[src/rtl/microwave_pkg.sv]
// rtl/microwave_pkg.sv - shared types and constants for the microwave cook controller
package microwave_pkg;

   typedef enum logic [2:0] {
      S_IDLE  = 3'd0,
      S_SET   = 3'd1,
      S_COOK  = 3'd2,
      S_PAUSE = 3'd3,
      S_DONE  = 3'd4
   } state_t;

   typedef logic [3:0] bcd_t;

   localparam bcd_t BCD_MAX_DIGIT  = 4'd9;
   localparam bcd_t BCD_MAX_TENS_S = 4'd5;

   // Seconds (0..59) to a {m10, m1, s10, s1} BCD word.
   function automatic logic [15:0] secs_to_mmss(input int unsigned secs);
      return {8'h00, 4'(secs / 10), 4'(secs % 10)};
   endfunction

endpackage

[src/rtl/bcd_mmss_down.sv]
// rtl/bcd_mmss_down.sv - mm:ss BCD timer with keypad shift-in, load and borrowing countdown
module bcd_mmss_down
   import microwave_pkg::*;
(
   input  logic        clk,
   input  logic        rst,
   input  logic        load,
   input  logic [15:0] load_val,
   input  logic        shift_en,
   input  bcd_t        shift_digit,
   input  logic        dec_en,
   input  logic        clr,
   output bcd_t        first_s,
   output bcd_t        second_s,
   output bcd_t        first_m,
   output bcd_t        second_m,
   output logic        zero
);

   assign zero = (first_s == 4'd0) && (second_s == 4'd0) &&
                 (first_m == 4'd0) && (second_m == 4'd0);

   always_ff @(posedge clk or posedge rst) begin
      if (rst) begin
         first_s  <= 4'd0;
         second_s <= 4'd0;
         first_m  <= 4'd0;
         second_m <= 4'd0;
      end else if (clr) begin
         first_s  <= 4'd0;
         second_s <= 4'd0;
         first_m  <= 4'd0;
         second_m <= 4'd0;
      end else if (load) begin
         {second_m, first_m, second_s, first_s} <= load_val;
      end else if (dec_en && !zero) begin
         // Tens of seconds only borrow to 5, so an entered 00:90 counts as 90 s.
         if (first_s != 4'd0) begin
            first_s <= first_s - 4'd1;
         end else begin
            first_s <= BCD_MAX_DIGIT;
            if (second_s != 4'd0) begin
               second_s <= second_s - 4'd1;
            end else begin
               second_s <= BCD_MAX_TENS_S;
               if (first_m != 4'd0) begin
                  first_m <= first_m - 4'd1;
               end else begin
                  first_m  <= BCD_MAX_DIGIT;
                  second_m <= second_m - 4'd1;
               end
            end
         end
      end else if (shift_en) begin
         second_m <= first_m;
         first_m  <= second_s;
         second_s <= first_s;
         first_s  <= shift_digit;
      end
   end

endmodule

[src/rtl/microwave_cook_ctrl.sv]
// rtl/microwave_cook_ctrl.sv - cook sequencer: key/door FSM, end-of-cook beep counter, output decode
module microwave_cook_ctrl
   import microwave_pkg::*;
#(
   parameter int unsigned QUICK_START_S = 30,
   parameter int unsigned BEEP_COUNT    = 3
)(
   input  logic       clk,
   input  logic       rst,
   input  logic       tick_1s,
   input  logic       key_valid,
   input  logic [3:0] key_digit,
   input  logic       key_start,
   input  logic       key_stop,
   input  logic       door_open,
   output logic [3:0] first_s,
   output logic [3:0] second_s,
   output logic [3:0] first_m,
   output logic [3:0] second_m,
   output logic       magnetron_on,
   output logic       lamp_on,
   output logic       buzzer_on,
   output logic [2:0] state
);

   localparam logic [15:0] QUICK_VAL = secs_to_mmss(QUICK_START_S);
   localparam logic [3:0]  BEEP_LAST = 4'(BEEP_COUNT - 1);

   state_t     state_q, state_d;
   logic [3:0] beep_q, beep_d;
   logic       tmr_load, tmr_shift, tmr_dec, tmr_clr;
   logic       tmr_zero, one_left, digit_ok;

   bcd_mmss_down u_timer (
      .clk         (clk),
      .rst         (rst),
      .load        (tmr_load),
      .load_val    (QUICK_VAL),
      .shift_en    (tmr_shift),
      .shift_digit (key_digit),
      .dec_en      (tmr_dec),
      .clr         (tmr_clr),
      .first_s     (first_s),
      .second_s    (second_s),
      .first_m     (first_m),
      .second_m    (second_m),
      .zero        (tmr_zero)
   );

   assign one_left = (second_m == 4'd0) && (first_m == 4'd0) &&
                     (second_s == 4'd0) && (first_s == 4'd1);
   assign digit_ok = key_valid && (key_digit <= BCD_MAX_DIGIT);

   // Each branch takes the highest-priority event that applies in that state.
   always_comb begin
      state_d   = state_q;
      beep_d    = beep_q;
      tmr_load  = 1'b0;
      tmr_shift = 1'b0;
      tmr_dec   = 1'b0;
      tmr_clr   = 1'b0;
      case (state_q)
         S_IDLE, S_SET: begin
            if (key_stop) begin
               tmr_clr = 1'b1;
               state_d = S_IDLE;
            end else if (key_start && !door_open) begin
               tmr_load = tmr_zero;
               state_d  = S_COOK;
            end else if (digit_ok) begin
               tmr_shift = 1'b1;
               state_d   = S_SET;
            end
         end
         S_COOK: begin
            if (door_open || key_stop) begin
               state_d = S_PAUSE;
            end else if (tick_1s) begin
               tmr_dec = 1'b1;
               if (one_left) begin
                  state_d = S_DONE;
                  beep_d  = 4'd0;
               end
            end
         end
         S_PAUSE: begin
            if (key_stop) begin
               tmr_clr = 1'b1;
               state_d = S_IDLE;
            end else if (key_start && !door_open) begin
               state_d = S_COOK;
            end
         end
         S_DONE: begin
            if (door_open || key_stop) begin
               state_d = S_IDLE;
               beep_d  = 4'd0;
            end else if (tick_1s) begin
               if (beep_q == BEEP_LAST) begin
                  state_d = S_IDLE;
                  beep_d  = 4'd0;
               end else begin
                  beep_d = beep_q + 4'd1;
               end
            end
         end
         default: begin
            state_d = S_IDLE;
            beep_d  = 4'd0;
            tmr_clr = 1'b1;
         end
      endcase
   end

   always_ff @(posedge clk or posedge rst) begin
      if (rst) begin
         state_q      <= S_IDLE;
         beep_q       <= 4'd0;
         magnetron_on <= 1'b0;
         buzzer_on    <= 1'b0;
      end else begin
         state_q      <= state_d;
         beep_q       <= beep_d;
         magnetron_on <= (state_d == S_COOK);
         buzzer_on    <= (state_d == S_DONE);
      end
   end

   assign lamp_on = magnetron_on | door_open;
   assign state   = state_q;

endmodule

[config.mk]
export PLATFORM = sky130hd
export DESIGN_NAME = microwave_cook_ctrl
export DESIGN_NICKNAME = d
export VERILOG_FILES = /design/src/rtl/microwave_pkg.sv /design/src/rtl/bcd_mmss_down.sv /design/src/rtl/microwave_cook_ctrl.sv
export SDC_FILE = /design/constraint.sdc
export NUM_CORES = 1
export LEC_CHECK = 0
export ABC_AREA = 0
export CAP_MARGIN = 20
export CORE_MARGIN = 4
export CORE_UTILIZATION = 35
export CTS_BUF_LIST = sky130_fd_sc_hd__clkbuf_4
export DETAILED_ROUTE_END_ITERATION = 16
export SYNTH_ARGS = -nofsm -noshare
export SYNTH_HDL_FRONTEND = slang
export SYNTH_SLANG_ARGS = --single-unit
[constraint.sdc]
create_clock -name clk -period 4 [get_ports clk]
set_input_delay 0.8 -clock clk [delete_from_list [all_inputs] [get_ports clk]]
set_output_delay 0.8 -clock clk [all_outputs]
set_load 0.02 [all_outputs]
==> reports/summary.txt <==
Final Slew Violations: 0
synth warn: 0
final setup skew: 5.30 ps
leakage: 0.807 nW
Clock power frac: 0.109
CTS Buf Count: 3
gr usage total: 0.144
Overflow after GRT: 0
H-tree depth: 1
Area Growth Syn to Fin: 23.6%
status: complete, no violations
Port Buffer Count: 32
Syn Area/Cell: 8.91 um^2
Cell variety after synth: 53
RSZ-0062 raised after global routing: false
Power Internal: 590 uW
vias in the first global route: 1447
Post-Syn Instances: 187
Core Footprint: 4470 um^2
FMAX: 0.345 GHz
layout cells sized above 1: 0.111
Synth async-reset ratio: 1.00
Die X: 77.0 um
startpoint types: input pin
vias after detailed routing: 1489
Routed WL: 4000 um
DRT antenna net count: 0
HPWL after DPL: 2990 um
Setup violations, final: 0
Vias/cell: 5.54
Least-Margin Pin Slew: 809 ps
Mapped Area: 1670 um^2
WL per Instance: 14.9 um
largest cells by area after synthesis: dfrtp_1 38%, a21oi_1 4.2%, nor2_1 4.1%
Clock Tree Buf Depth: 2
Final Hold Viols: 0
Initial Util: 0.372
Die Ht: 77.0 um
cell area power density: 526 nW/um^2
DR iter-0 viols: 86
worst setup path category: input pin to output port
post-route insts no fill: 269
sequential share of power: 0.382
Seq cells post-synth: 25
CTS tree: built
Switching Share: 0.455
Ports: 33
Cells after DPL: 264
nets: 232
ys flop type: dfrtp_1
placer congestion estimate: 0.803
die area: 5930 um^2
clk slew on worst S/H paths: 150 ps
Clock Latency Late Sink: 320 ps
post-cts resize count: 0
max_cap viols: 0
Period minus WS final: 2900 ps
Post-CTS Setup Inserts: 0
CP Capture Type: output port
ANT cells: 0
setup tns final: 0 ps
CP Max Fanout: 4
cts hold-fix bufs: 0
Net Sw Power: 493 uW
initial antenna violation count: 0
VDD IR max: 0.000230 V
row cnt: 24
Req. time, crit path: 3200 ps
first-pass GRT wire length: 7090 um
CP Data Arrival Time: 2100 ps
clock root buffer: clkbuf_4
top-area cell type share of the netlist area: 0.375
# clock sinks: 25
period utilization: 0.725
Post-route DRC: 0
Net Count, Synth: 201
count of flip-flops with a built-in enable after synthesis: 0
Yosys top cell by area: dfrtp_1
largest net degree at the start of global routing: 26
register area share after synthesis: 0.375
Worst Hold Class: flip-flop to flip-flop
max_slew headroom: 0.455
DR pass1 iterations: 4
Comb power frac: 0.508
cells in the final DEF (no fill, tap or decap), drive strengths merged, types with 6 or more instances in the layout:
| cell type | count |
|---|---|
| nand3 | 7 |
| nor2 | 19 |
| nor3 | 10 |
| o21ai | 15 |
| clkdlybuf4s50 | 32 |
| a21o | 6 |
| a21oi | 16 |
| nand2 | 16 |
| dfrtp | 25 |
worst max-delay path, stage by stage:
cell             delay [ps]
clkdlybuf4s50_1         450
or2_2                   300
clkdlybuf4s50_1         540
final cells by class:
| cell class | instances | area (um^2) |
|---|---|---|
| inverters | 5 | 18.8 |
| flip-flops and latches | 25 | 626 |
| clock inverters | 1 | 5.00 |
| multi-input cells | 149 | 968 |
| clock buffers | 3 | 22.5 |
| fillers | 449 | 2410 |
| repair buffers | 34 | 355 |
| well taps | 52 | 65.1 |
stage by stage:
stage / worst slack (ps) / area (um^2) / hold slack (ps) / total power, mW / utilization
after CTS: 1100 / 2030 / 560 / 1.09 / 0.454
after global routing: 1040 / 2060 / 595 / 1.17 / 0.461
after global placement: 1110 / 2010 / 525 / 0.968 / 0.448
after detailed placement: 1090 / 2010 / 527 / 0.966 / 0.448
final: 1100 / 2060 / 555 / 1.08 / 0.461
after floorplan: 1830 / 1670 / 508 / 0.786 / -
final timing paths:
path,startpoint,endpoint,slack [ps],cells past startpoint
max,door_open,lamp_on,1100,3
min,u_timer.second_m[1]$_DFFE_PP0P_,u_timer.second_m[1]$_DFFE_PP0P_,560,1
max reg2reg,u_timer.first_m[0]$_DFFE_PP0P_,u_timer.second_m[2]$_DFFE_PP0P_,1700,6
min reg2reg,u_timer.second_m[1]$_DFFE_PP0P_,u_timer.second_m[1]$_DFFE_PP0P_,560,1
max in group asynchronous,rst,state[1]$_DFF_PP0_,2900,3
min in group asynchronous,rst,beep_q[0]$_DFFE_PP0P_,710,2
flip-flops by register name (all words and copies together), names as in the netlist:
register and count:
beep_q 4, u_timer.first_m 4, u_timer.first_s 4, u_timer.second_m 4, u_timer.second_s 4, state 3
buzzer_on 1, magnetron_on 1
synthesized netlist by cell type, types with 2 or more instances:
cell type and instances:
nand3b_1 2, nand2_1 16, o2bb2ai_1 3, dfrtp_1 25
a211oi_1 3, nand3_1 6, a31oi_1 4, o21ai_0 11
nand4b_1 2, nor4_2 2, nor3_1 8, nor3b_1 4
inv_1 5, xor2_1 2, nand2b_1 4, a21oi_1 14
a21oi_2 2, o31ai_1 2, ha_1 3, or2_2 5
nand4_1 2, and4b_1 2, buf_2 4, a21o_1 6
buf_6 2, or3_1 2, o21ai_1 3, nor2_1 18
metal layers:
layer,vias to the layer above,GRT usage,part of all wire
met2,37,0.212,0.42
met3,4,0.0199,0.041
met4,0,0.0374,0.011
li1,765,-,-
met5,-,0,0
met1,683,0.221,0.53
power groups by stage:
stage	logic, mW	registers, mW	clock network [mW]
floorplan	0.354	0.432	0
global placement	0.548	0.419	0
detailed placement	0.547	0.419	0
CTS	0.551	0.414	0.122
global route	0.605	0.434	0.133
finish	0.551	0.414	0.119
cells by family (layout without fill, tap and decap cells):
family	after synthesis	count (layout)	synth area share
xor+xnor	2	2	0.0105
fa+ha+maj	3	3	0.0225
mux	1	1	0.00676
buf+inv	13	43	0.0435
simple gates	83	83	0.297
compound gates	60	60	0.245
flops	25	25	0.375
Power figures use the tool's default switching activity.
